===== src/rtl/serial_add_arbiter.sv =====
// serial_add_arbiter: two-requester round-robin front end for a nibble-serial adder
// that reuses one 4-bit full adder over WIDTH/4 cycles.
module serial_add_arbiter #(
    parameter int WIDTH = 16
) (
    input  logic             clk,
    input  logic             rst_n,
    input  logic             req0_valid,
    output logic             req0_ready,
    input  logic [WIDTH-1:0] req0_a,
    input  logic [WIDTH-1:0] req0_b,
    input  logic             req0_cin,
    input  logic             req1_valid,
    output logic             req1_ready,
    input  logic [WIDTH-1:0] req1_a,
    input  logic [WIDTH-1:0] req1_b,
    input  logic             req1_cin,
    output logic             res_valid,
    input  logic             res_ready,
    output logic [WIDTH-1:0] res_sum,
    output logic             res_cout,
    output logic             res_id
);
    localparam int NIB = WIDTH / 4;
    localparam int NW  = (NIB > 1) ? $clog2(NIB) : 1;

    typedef enum logic [1:0] {IDLE, CALC, DONE} state_t;

    state_t           state_q, state_d;
    logic [WIDTH-1:0] a_q, a_d, b_q, b_d, sum_q, sum_d;
    logic             carry_q, carry_d, cout_q, cout_d, id_q, id_d, last_q, last_d;
    logic [NW-1:0]    nib_q, nib_d;
    logic             g0, g1;
    logic [4:0]       add;

    always_comb begin
        g0         = req0_valid && (!req1_valid || last_q);
        g1         = req1_valid && (!req0_valid || !last_q);
        req0_ready = rst_n && (state_q == IDLE) && g0;
        req1_ready = rst_n && (state_q == IDLE) && g1;
        add        = {1'b0, a_q[3:0]} + {1'b0, b_q[3:0]} + {4'b0, carry_q};
        state_d    = state_q;
        a_d        = a_q;
        b_d        = b_q;
        sum_d      = sum_q;
        carry_d    = carry_q;
        cout_d     = cout_q;
        id_d       = id_q;
        last_d     = last_q;
        nib_d      = nib_q;
        case (state_q)
            IDLE: if (g0 || g1) begin
                a_d     = g1 ? req1_a : req0_a;
                b_d     = g1 ? req1_b : req0_b;
                carry_d = g1 ? req1_cin : req0_cin;
                id_d    = g1;
                last_d  = g1;
                nib_d   = '0;
                state_d = CALC;
            end
            CALC: begin
                // operands shift down so the adder always sees nibble 0; sums enter at the top
                a_d     = a_q >> 4;
                b_d     = b_q >> 4;
                sum_d   = (sum_q >> 4) | (WIDTH'(add[3:0]) << (WIDTH - 4));
                carry_d = add[4];
                nib_d   = nib_q + NW'(1);
                if (nib_q == NW'(NIB - 1)) begin
                    cout_d  = add[4];
                    state_d = DONE;
                end
            end
            DONE: state_d = res_ready ? IDLE : DONE;
            default: state_d = IDLE;
        endcase
    end

    always_ff @(posedge clk or negedge rst_n) begin
        if (!rst_n) begin
            state_q <= IDLE;
            a_q     <= '0;
            b_q     <= '0;
            sum_q   <= '0;
            carry_q <= 1'b0;
            cout_q  <= 1'b0;
            id_q    <= 1'b0;
            last_q  <= 1'b1;
            nib_q   <= '0;
        end else begin
            state_q <= state_d;
            a_q     <= a_d;
            b_q     <= b_d;
            sum_q   <= sum_d;
            carry_q <= carry_d;
            cout_q  <= cout_d;
            id_q    <= id_d;
            last_q  <= last_d;
            nib_q   <= nib_d;
        end
    end

    assign res_valid = (state_q == DONE);
    assign res_sum   = sum_q;
    assign res_cout  = cout_q;
    assign res_id    = id_q;
endmodule


===== config.mk =====
export PLATFORM = sky130hd
export DESIGN_NAME = serial_add_arbiter
export DESIGN_NICKNAME = d
export VERILOG_FILES = /design/src/rtl/serial_add_arbiter.sv
export SDC_FILE = /design/constraint.sdc
export NUM_CORES = 1
export LEC_CHECK = 0
export CORE_MARGIN = 2
export CORE_UTILIZATION = 43
export CTS_BUF_LIST = sky130_fd_sc_hd__clkbuf_2
export CTS_CLUSTER_DIAMETER = 50
export DETAILED_ROUTE_END_ITERATION = 8
export HOLD_SLACK_MARGIN = 0.05
export PLACE_DENSITY_LB_ADDON = 0.1
export SETUP_SLACK_MARGIN = 0.3
export SYNTH_ARGS = -nofsm -noshare
export SYNTH_HDL_FRONTEND = slang
export SYNTH_SLANG_ARGS = --single-unit

===== constraint.sdc =====
create_clock -name clk -period 1.8 [get_ports clk]
set_input_delay 0.36 -clock clk [delete_from_list [all_inputs] [get_ports clk]]
set_output_delay 0.36 -clock clk [all_outputs]
set_load 0.1 [all_outputs]

# Yosys cells after proc, flatten, opt, wreduce, memory -nomap -nowiden
# Cells that the tools add are included.
[op_classes]
n_addsub = 3
n_eq_ne = 5
muxes = 15
bitwise = 1
reduce_logical = 17
[ops]
columns = ["op", "count"]
rows = [
  ["16-bit 2-to-1 mux", 4],
  ["16-bit case mux with 2 select lines", 2],
  ["12-bit by 16-bit OR with 16-bit output", 1],
  ["2-bit 2-to-1 mux", 4],
  ["2-bit AND reduction", 4],
  ["2-bit case mux with 3 select lines", 1],
  ["4-bit by 4-bit adder with 5-bit output", 1],
  ["5-bit by 1-bit adder with 5-bit output", 1],
  ["1-bit logical AND", 5],
  ["2-bit == test (second input constant)", 2],
  ["2-bit case mux with 2 select lines", 1],
  ["1-bit logical NOT", 3],
  ["1-bit logical OR", 3],
  ["2-bit by 1-bit adder with 2-bit output (second input constant)", 1],
  ["2-bit by 1-bit == test with 1-bit output (second input constant)", 1],
  ["2-bit logical NOT", 1],
  ["1-bit 2-to-1 mux", 2],
  ["2-bit by 1-bit != test with 1-bit output (second input constant)", 1],
  ["2-bit != test (second input constant)", 1],
  ["1-bit case mux with 2 select lines", 1],
  ["2-bit nonzero test", 1],
]
[word_totals]
register_bits = 56
inputBits = 71
output_inout_bits = 21
wordCells = 50

# Logic depth before layout (Yosys ltp)
# Gate-level depths: netlist of run 1.
[depth]
depth_word = 6
depth_mapped = 7
ltp_nobuf = 7

# Least setup slack after synthesis of run 1
# Ideal clock, no wire load.
[synth_timing]
kind = "reg-to-reg"
from = "reg state_q[0]"
to = "reg state_q[1]"
setup_ns = 0.070
arrival_ns = 2.099
path_slack_ns = -0.369
stages_incl_launch_ff = 3
n_path_buf = 0
path_cell_list = "dfrtp_1 nor2b_1 a22o_1"
[synth_lines]
columns = ["item", "line", "text"]
rows = [
  ["from (decl)", "29", "state_t state_q, state_d;"],
  ["from (signal assigned)", "90", "state_q <= state_d;"],
  ["2-bit == test", "-", ""],
  ["named net res_valid", "18", "output logic res_valid,"],
  ["2-bit case mux with 3 select lines", "51", "case (state_q)"],
]
# The timed path passes the listed nets, and every way through them passes these cells.
# A chain may end at the register's enable or synchronous reset.

# Worst setup path after layout of run 1
[layout_timing]
from = "reg last_q"
to = "out req0_ready"
[layout_between]
elab_chain_len = 3
[layout_lines]
columns = ["item", "line", "text"]
rows = [
  ["from (decl)", "31", "logic carry_q, carry_d, cout_q, cout_d, id_q, id_d, last_q, last_d;"],
  ["from (signal assigned)", "97", "last_q <= last_d;"],
  ["1-bit logical OR", "37", "g0 = req0_valid && (!req1_valid || last_q);"],
  ["1-bit logical AND", "37", ""],
  ["1-bit logical AND", "39", "req0_ready = rst_n && (state_q == IDLE) && g0;"],
  ["to (decl)", "9", "output logic req0_ready,"],
]
# Every way passes these cells.

==> results.cfg, run 1 <==
[status]
outcome = finished, violations left
violations = negative setup slack

[placement]
post-dp-hpwl_um = 4850
gp_congestion = 0.793
port_buffers = 91
preCtsSetupSlack_ns = -0.237
dp_cells = 470

[logic_synthesis]
yosysWarnings = 0
synth.avg_cell_area_sq_um = 9.43
seq_area_frac_synth_pct = 48.4
syn_area_sq_um = 2900
synth-seq-cells = 56
ys_types = 34
syn_inst = 307
syn-num-nets = 384

[critical_path]
worst_path_max_delay_cell = dfstp_2
critical_path_buf_inv_count = 1
worstPathRequired_ns = 1.44
critPathArrivalTime_ns = 1.54
ff2ff_path_depth = 8
cp_cell_sequence = or2b_1, and4_4, buf_12
endpoint_kind = primary output
critPathKind = flip-flop to primary output
max_stage_delay_ns = 0.59
regToRegSetupSlack_ns = -0.03
crit_path_max_fanout = 2
timing.rr.start = last_q$_DFFE_PN1P_
cp_top_family = flip-flops
r2r_end = a_q[6]$_DFFE_PN0P_
worstSetupStartpointType = flip-flop

[global_route]
met2_usage_pct = 36.3
antenna_found_initial = 0
grt_pass1_vias = 2571
grt_pass1_wl_um = 11800
met3_usage_pct = 4.72
grt_use_met1_pct = 23.7
grt_max_degree = 57
grt_overflow = 0
top_usage_layer = met2
grtUsageTotal_pct = 20.0

[clock_network]
postCtsHoldBufs = 0
cts-root-buf = clkbuf_2
path_clk_slew_ns = 0.27
cts_max_path_buffers = 2
cts.sinks = 56
worstSkewPairLatency_ns = 0.45
cts_buffers = 5
h-tree-depth = 2
cts_tree = built

[drt]
vias = 2630
dr.pass1.iters = 4
drt_iter0_markers = 85
routed_wirelength_um = 7500
ant_nets = 0
drcViolationCount = 0
routedWlPerCell_um = 15.0
viasPerCell = 5.26

[final_layout]
area_delta_synth_final_pct = 59.9
regArea_sq_um = 1410
multiInputGateArea_sq_um = 1530
final_nets = 500
drive_gt1_share_pct = 30.0
finalNonFillerCells = 500
antenna_cells = 0
fillers = 493

[sta]
relSlewSlack_pct = 54.1
hold_violations = 0
rsz0062_at_grt = true
clock_skew_ns = 0.0198
final_max_slew_viol_count = 0
final.min_clock_period_ns = 1.90
tightest_slew_ns = 0.689
finalSetupViolations = 3
fin_crit_sh_pct = 105
max_freq_mhz = 528
setup_ws_ns = -0.0952

[floorplanning]
die_h_um = 86.1
io_pins = 92
die_x_um = 86.1
core_area_sq_um = 6420
dieArea_sq_um = 7410
rows = 29
start_util_pct = 45.1

[hold_path]
min_path_type = input port to async pin

[run]
drv_cap = 0

[power_and_ir_drop]
power_density_nw_per_um2 = 1960
power_leakage_nw = 2.13
max-vdd-ir-drop_mv = 0.607
-- report_power, final --
group	leakage (nW)	total [W]	internal, W	switching (W)
Sequential	0.690	0.00244	0.00192	0.000523
Clock	0.0288	0.000468	0.0000924	0.000376
Combinational	1.41	0.00616	0.00268	0.00348
-- per-stage QoR --
| stage | total power [W] | util [%] | instance area, sq um | setup TNS [ns] | hold WS, ns |
|---|---|---|---|---|---|
| after global placement | 0.00753 | 64.8 | 4160 | -3.22 | 0.460 |
| after detailed placement | 0.00766 | 64.8 | 4160 | -4.87 | 0.472 |
| final | 0.00907 | 72.1 | 4630 | -0.195 | 0.0396 |
| after floorplan | 0.00585 | - | 2920 | 0 | 0.0644 |
| after global routing | 0.00962 | 72.1 | 4630 | -0.358 | 0.0559 |
| after CTS | 0.00856 | 69.5 | 4460 | -0.168 | 0.0575 |
-- Yosys cell counts --
cell,count,area share [%]
buf_12,1,0.69
o21ai_1,18,3.1
a22o_1,3,0.91
mux2_2,3,1.2
nor2b_1,3,0.65
a21bo_1,1,0.35
fa_1,2,1.4
inv_1,6,0.78
xor2_1,2,0.61
mux2i_1,8,2.8
nor2_1,2,0.26
o22ai_1,11,2.4
a21o_1,1,0.26
clkbuf_1,9,1.2
nor3_1,1,0.17
or2b_1,1,0.26
a31oi_1,3,0.65
nand2_1,96,12
nand2b_1,1,0.22
o21ai_0,27,4.7
o22ai_2,5,2.2
or2_0,1,0.22
buf_2,6,1.0
ha_1,4,1.7
and4_1,1,0.30
buf_4,3,0.78
dfstp_2,1,0.91
a21boi_1,1,0.26
buf_6,2,0.78
a41oi_1,1,0.30
a21oi_1,6,1.0
dfrtp_1,55,48
and3_1,11,2.4
mux2_4,11,5.7
-- registers in the layout (all words and copies together), names as in the netlist --
signal and flops:
nib_q 2, carry_q 1, last_q 1, b_q 16, res_cout 1, res_sum 16
state_q 2, a_q 16, res_id 1
-- placed cells by master, fill, tap and decap left out, drive strengths merged --
cell type / instances
dfstp: 1
nand2b: 1
a22o: 3
clkdlybuf4s50: 69
or2: 1
clkbuf: 6
xor2: 2
a21bo: 1
a21boi: 1
and4: 1
a41oi: 1
nor3: 1
o22ai: 16
o21ai: 45
and3: 11
dfrtp: 55
buf: 61
fa: 2
clkinv: 1
ha: 4
mux2: 14
a31oi: 3
inv: 5
nor2b: 3
clkinvlp: 1
a21oi: 6
mux2i: 8
or2b: 1
a21o: 1
nor2: 2
nand2: 96
-- per-layer routing --
| metal | wire length, um | vias to the layer above |
|---|---|---|
| met1 | 3080 | 1262 |
| met3 | 356 | 13 |
| met5 | 0 | - |
| met4 | 157 | 0 |
| li1 | - | 1281 |
| met2 | 3900 | 74 |
-- cell families after synthesis --
family | Yosys count | share of synthesized area (%)
adders and majority gates | 6 | 3.11
AOI/OAI and AO/OA | 77 | 16.1
buffers and inverters | 27 | 5.23
and+or+nand+nor | 117 | 16.9
muxes | 22 | 9.64
DFF | 56 | 48.4
xor gates and xnor gates | 2 | 0.605
-- timing repair --
action / in CTS / in global routing
pin swaps: 18 / 10
cloned: 2 / 0
resized for setup: 46 / 21
buffers inserted: 10 / 11
endpoints found under the setup margin: 38 / 58
-- area by class of cell --
class                      instances  share of cell area, %
clock inverter                     1                  0.108
multi-input combinational        224                   33.0
timing repair buffer             130                   33.3
clock buffer                       6                  0.649
sequential                        56                   30.4
inverter                           6                  0.568
tap                               77                   2.08
-- how the worst max path moves through the flow --
stage | endpoint | cells past startpoint | from
floorplan | carry_q$_DFFE_PN0P_ | 7 | carry_q$_DFFE_PN0P_
global placement | a_q[12]$_DFFE_PN0P_ | 5 | req1_valid
detailed placement | b_q[13]$_DFFE_PN0P_ | 5 | req1_valid
CTS | req0_ready | 3 | last_q$_DFFE_PN1P_
global route | req0_ready | 3 | last_q$_DFFE_PN1P_
finish | req0_ready | 3 | last_q$_DFFE_PN1P_
No activity file was read; power rests on OpenSTA's default activity.
==> run 2, diff against run 1 <==
- SKIP_LAST_GASP: not set -> 1
==> results.cfg, run 2 (same netlist as run 1, synthesis figures left out) <==
[clock_network]
worstSkewPairLatency_ns = 0.45
cts_buffers = 5
cts-root-buf = clkbuf_2
cts_max_path_buffers = 2
cts.sinks = 56
path_clk_slew_ns = 0.28
h-tree-depth = 2
cts_tree = built

[sta]
fin_crit_sh_pct = 105
tightest_slew_ns = 0.692
relSlewSlack_pct = 53.9
final_max_slew_viol_count = 0
rsz0062_at_grt = true
max_freq_mhz = 531
final.min_clock_period_ns = 1.88
clock_skew_ns = 0.0344
hold_slack_ns = 0.0337
hold_violations = 0
setup_ws_ns = -0.0839
finalSetupViolations = 2

[drt]
vias = 2590
drt_iter0_markers = 92
dr.pass1.iters = 4
drcViolationCount = 0
routed_wirelength_um = 7320
ant_nets = 0
routedWlPerCell_um = 14.7
viasPerCell = 5.19

[critical_path]
worstPathRequired_ns = 1.44
critPathKind = input port to primary output
endpoint_kind = primary output
worstSetupStartpointType = input port
crit_path_max_fanout = 5
critPathArrivalTime_ns = 1.52

[global_route]
grt_pass1_vias = 2540
antenna_found_initial = 0
grt_pass1_wl_um = 11700
grt_max_degree = 57
grtUsageTotal_pct = 19.9
grt_overflow = 0

[final_layout]
area_delta_synth_final_pct = 58.3
layout_commonest_cell = nand2_1
final_nets = 499
antenna_cells = 0
fillers = 504
fin_util_pct = 71.4
drive_gt1_share_pct = 28.4
finalNonFillerCells = 499
fin_area_sq_um = 4580
layout_common_cells = nand2_1 (95), clkdlybuf4s50_1 (69), dfrtp_1 (53), o21ai_1 (34), buf_12 (25)

[placement]
port_buffers = 91
dp_cells = 470
dpl_cell_area_sq_um = 4160
gp_congestion = 0.793
post-dp-hpwl_um = 4850

[run]
drv_cap = 0

[power_and_ir_drop]
p_int_w = 0.00460
power_leakage_nw = 2.11
pwr-share-seq_pct = 27.5
comb_power_share_pct = 67.3
p_total_w = 0.00887
max-vdd-ir-drop_mv = 0.572
power_density_nw_per_um2 = 1940
swShare_pct = 48.2
p_sw_w = 0.00427
clkPwrFrac_pct = 5.2

[floorplanning]
die_h_um = 86.1
start_util_pct = 45.1
die_x_um = 86.1
io_pins = 92
dieArea_sq_um = 7410
rows = 29
core_area_sq_um = 6420

[status]
outcome = finished, violations left
violations = negative setup slack

[hold_path]
min_path_type = input port to async pin
-- run 2: changes by cell type in the layout (fill, tap and decap cells not counted), sizes merged --
cell,previous run,this run
buf,61,60
-- run 2: critical path, cell delays in order --
cell             delay, ns
clkdlybuf4s50_1       0.56
or2b_1                0.26
and4_4                0.18
buf_12                0.16
-- run 2: per-layer routing --
| metal | vias up | GRT usage, % | part of all wire, % |
|---|---|---|---|
| li1 | 1276 | - | - |
| met1 | 1241 | 24.1 | 43 |
| met2 | 65 | 36.1 | 52 |
| met3 | 8 | 4.14 | 4.1 |
| met4 | 0 | 4.47 | 1.0 |
| met5 | - | 0 | 0 |
-- run 2: final timing paths --
| path | from | endpoint | slack [ns] | cells after the start |
|---|---|---|---|---|
| min reg2reg | nib_q[0]$_DFFE_PN0P_ | nib_q[0]$_DFFE_PN0P_ | 0.52 | 1 |
| max | req1_valid | req0_ready | -0.08 | 4 |
| min | rst_n | b_q[3]$_DFFE_PN0P_ | 0.03 | 2 |
| max in group asynchronous | rst_n | state_q[0]$_DFFE_PN0P_ | 1.25 | 2 |
| max reg2reg | last_q$_DFFE_PN1P_ | a_q[6]$_DFFE_PN0P_ | 0.03 | 8 |
| min in group clk | req1_b[15] | b_q[15]$_DFFE_PN0P_ | 0.49 | 3 |
-- run 2: power groups by stage --
stage                     combinational [W]  sequential, W  clock (W)
after floorplan                     0.00219        0.00366          0
after global placement              0.00508        0.00245          0
after detailed placement            0.00518        0.00248          0
after CTS                           0.00557        0.00244   0.000469
after global routing                0.00641        0.00251   0.000517
final                               0.00597        0.00243   0.000463
-- run 2: final cells by class --
type	count	area (sq um)	share of cell area, %
clock buffer	6	30.0	0.655
inverter	6	26.3	0.573
multi-input combinational	224	1490	32.5
timing repair buffer	129	1530	33.4
tap	77	96.3	2.10
clock inverter	1	5.00	0.109
sequential	56	1410	30.7
-- run 2: timing repair --
item,CTS,global route
pin swaps,15,12
buffers inserted,10,10
endpoints found under the setup margin,38,58
cloned,2,0
hold endpoints to repair,0,0
gates resized for setup,32,26
hold buffers,0,0
-- run 2: stage by stage --
| stage | TNS [ns] | setup WS, ns |
|---|---|---|
| finish | -0.152 | -0.0839 |
| floorplan | 0 | 0.198 |
| global route | -0.280 | -0.142 |
| CTS | -0.168 | -0.0952 |
| global placement | -3.22 | -0.129 |
| detailed placement | -4.87 | -0.237 |
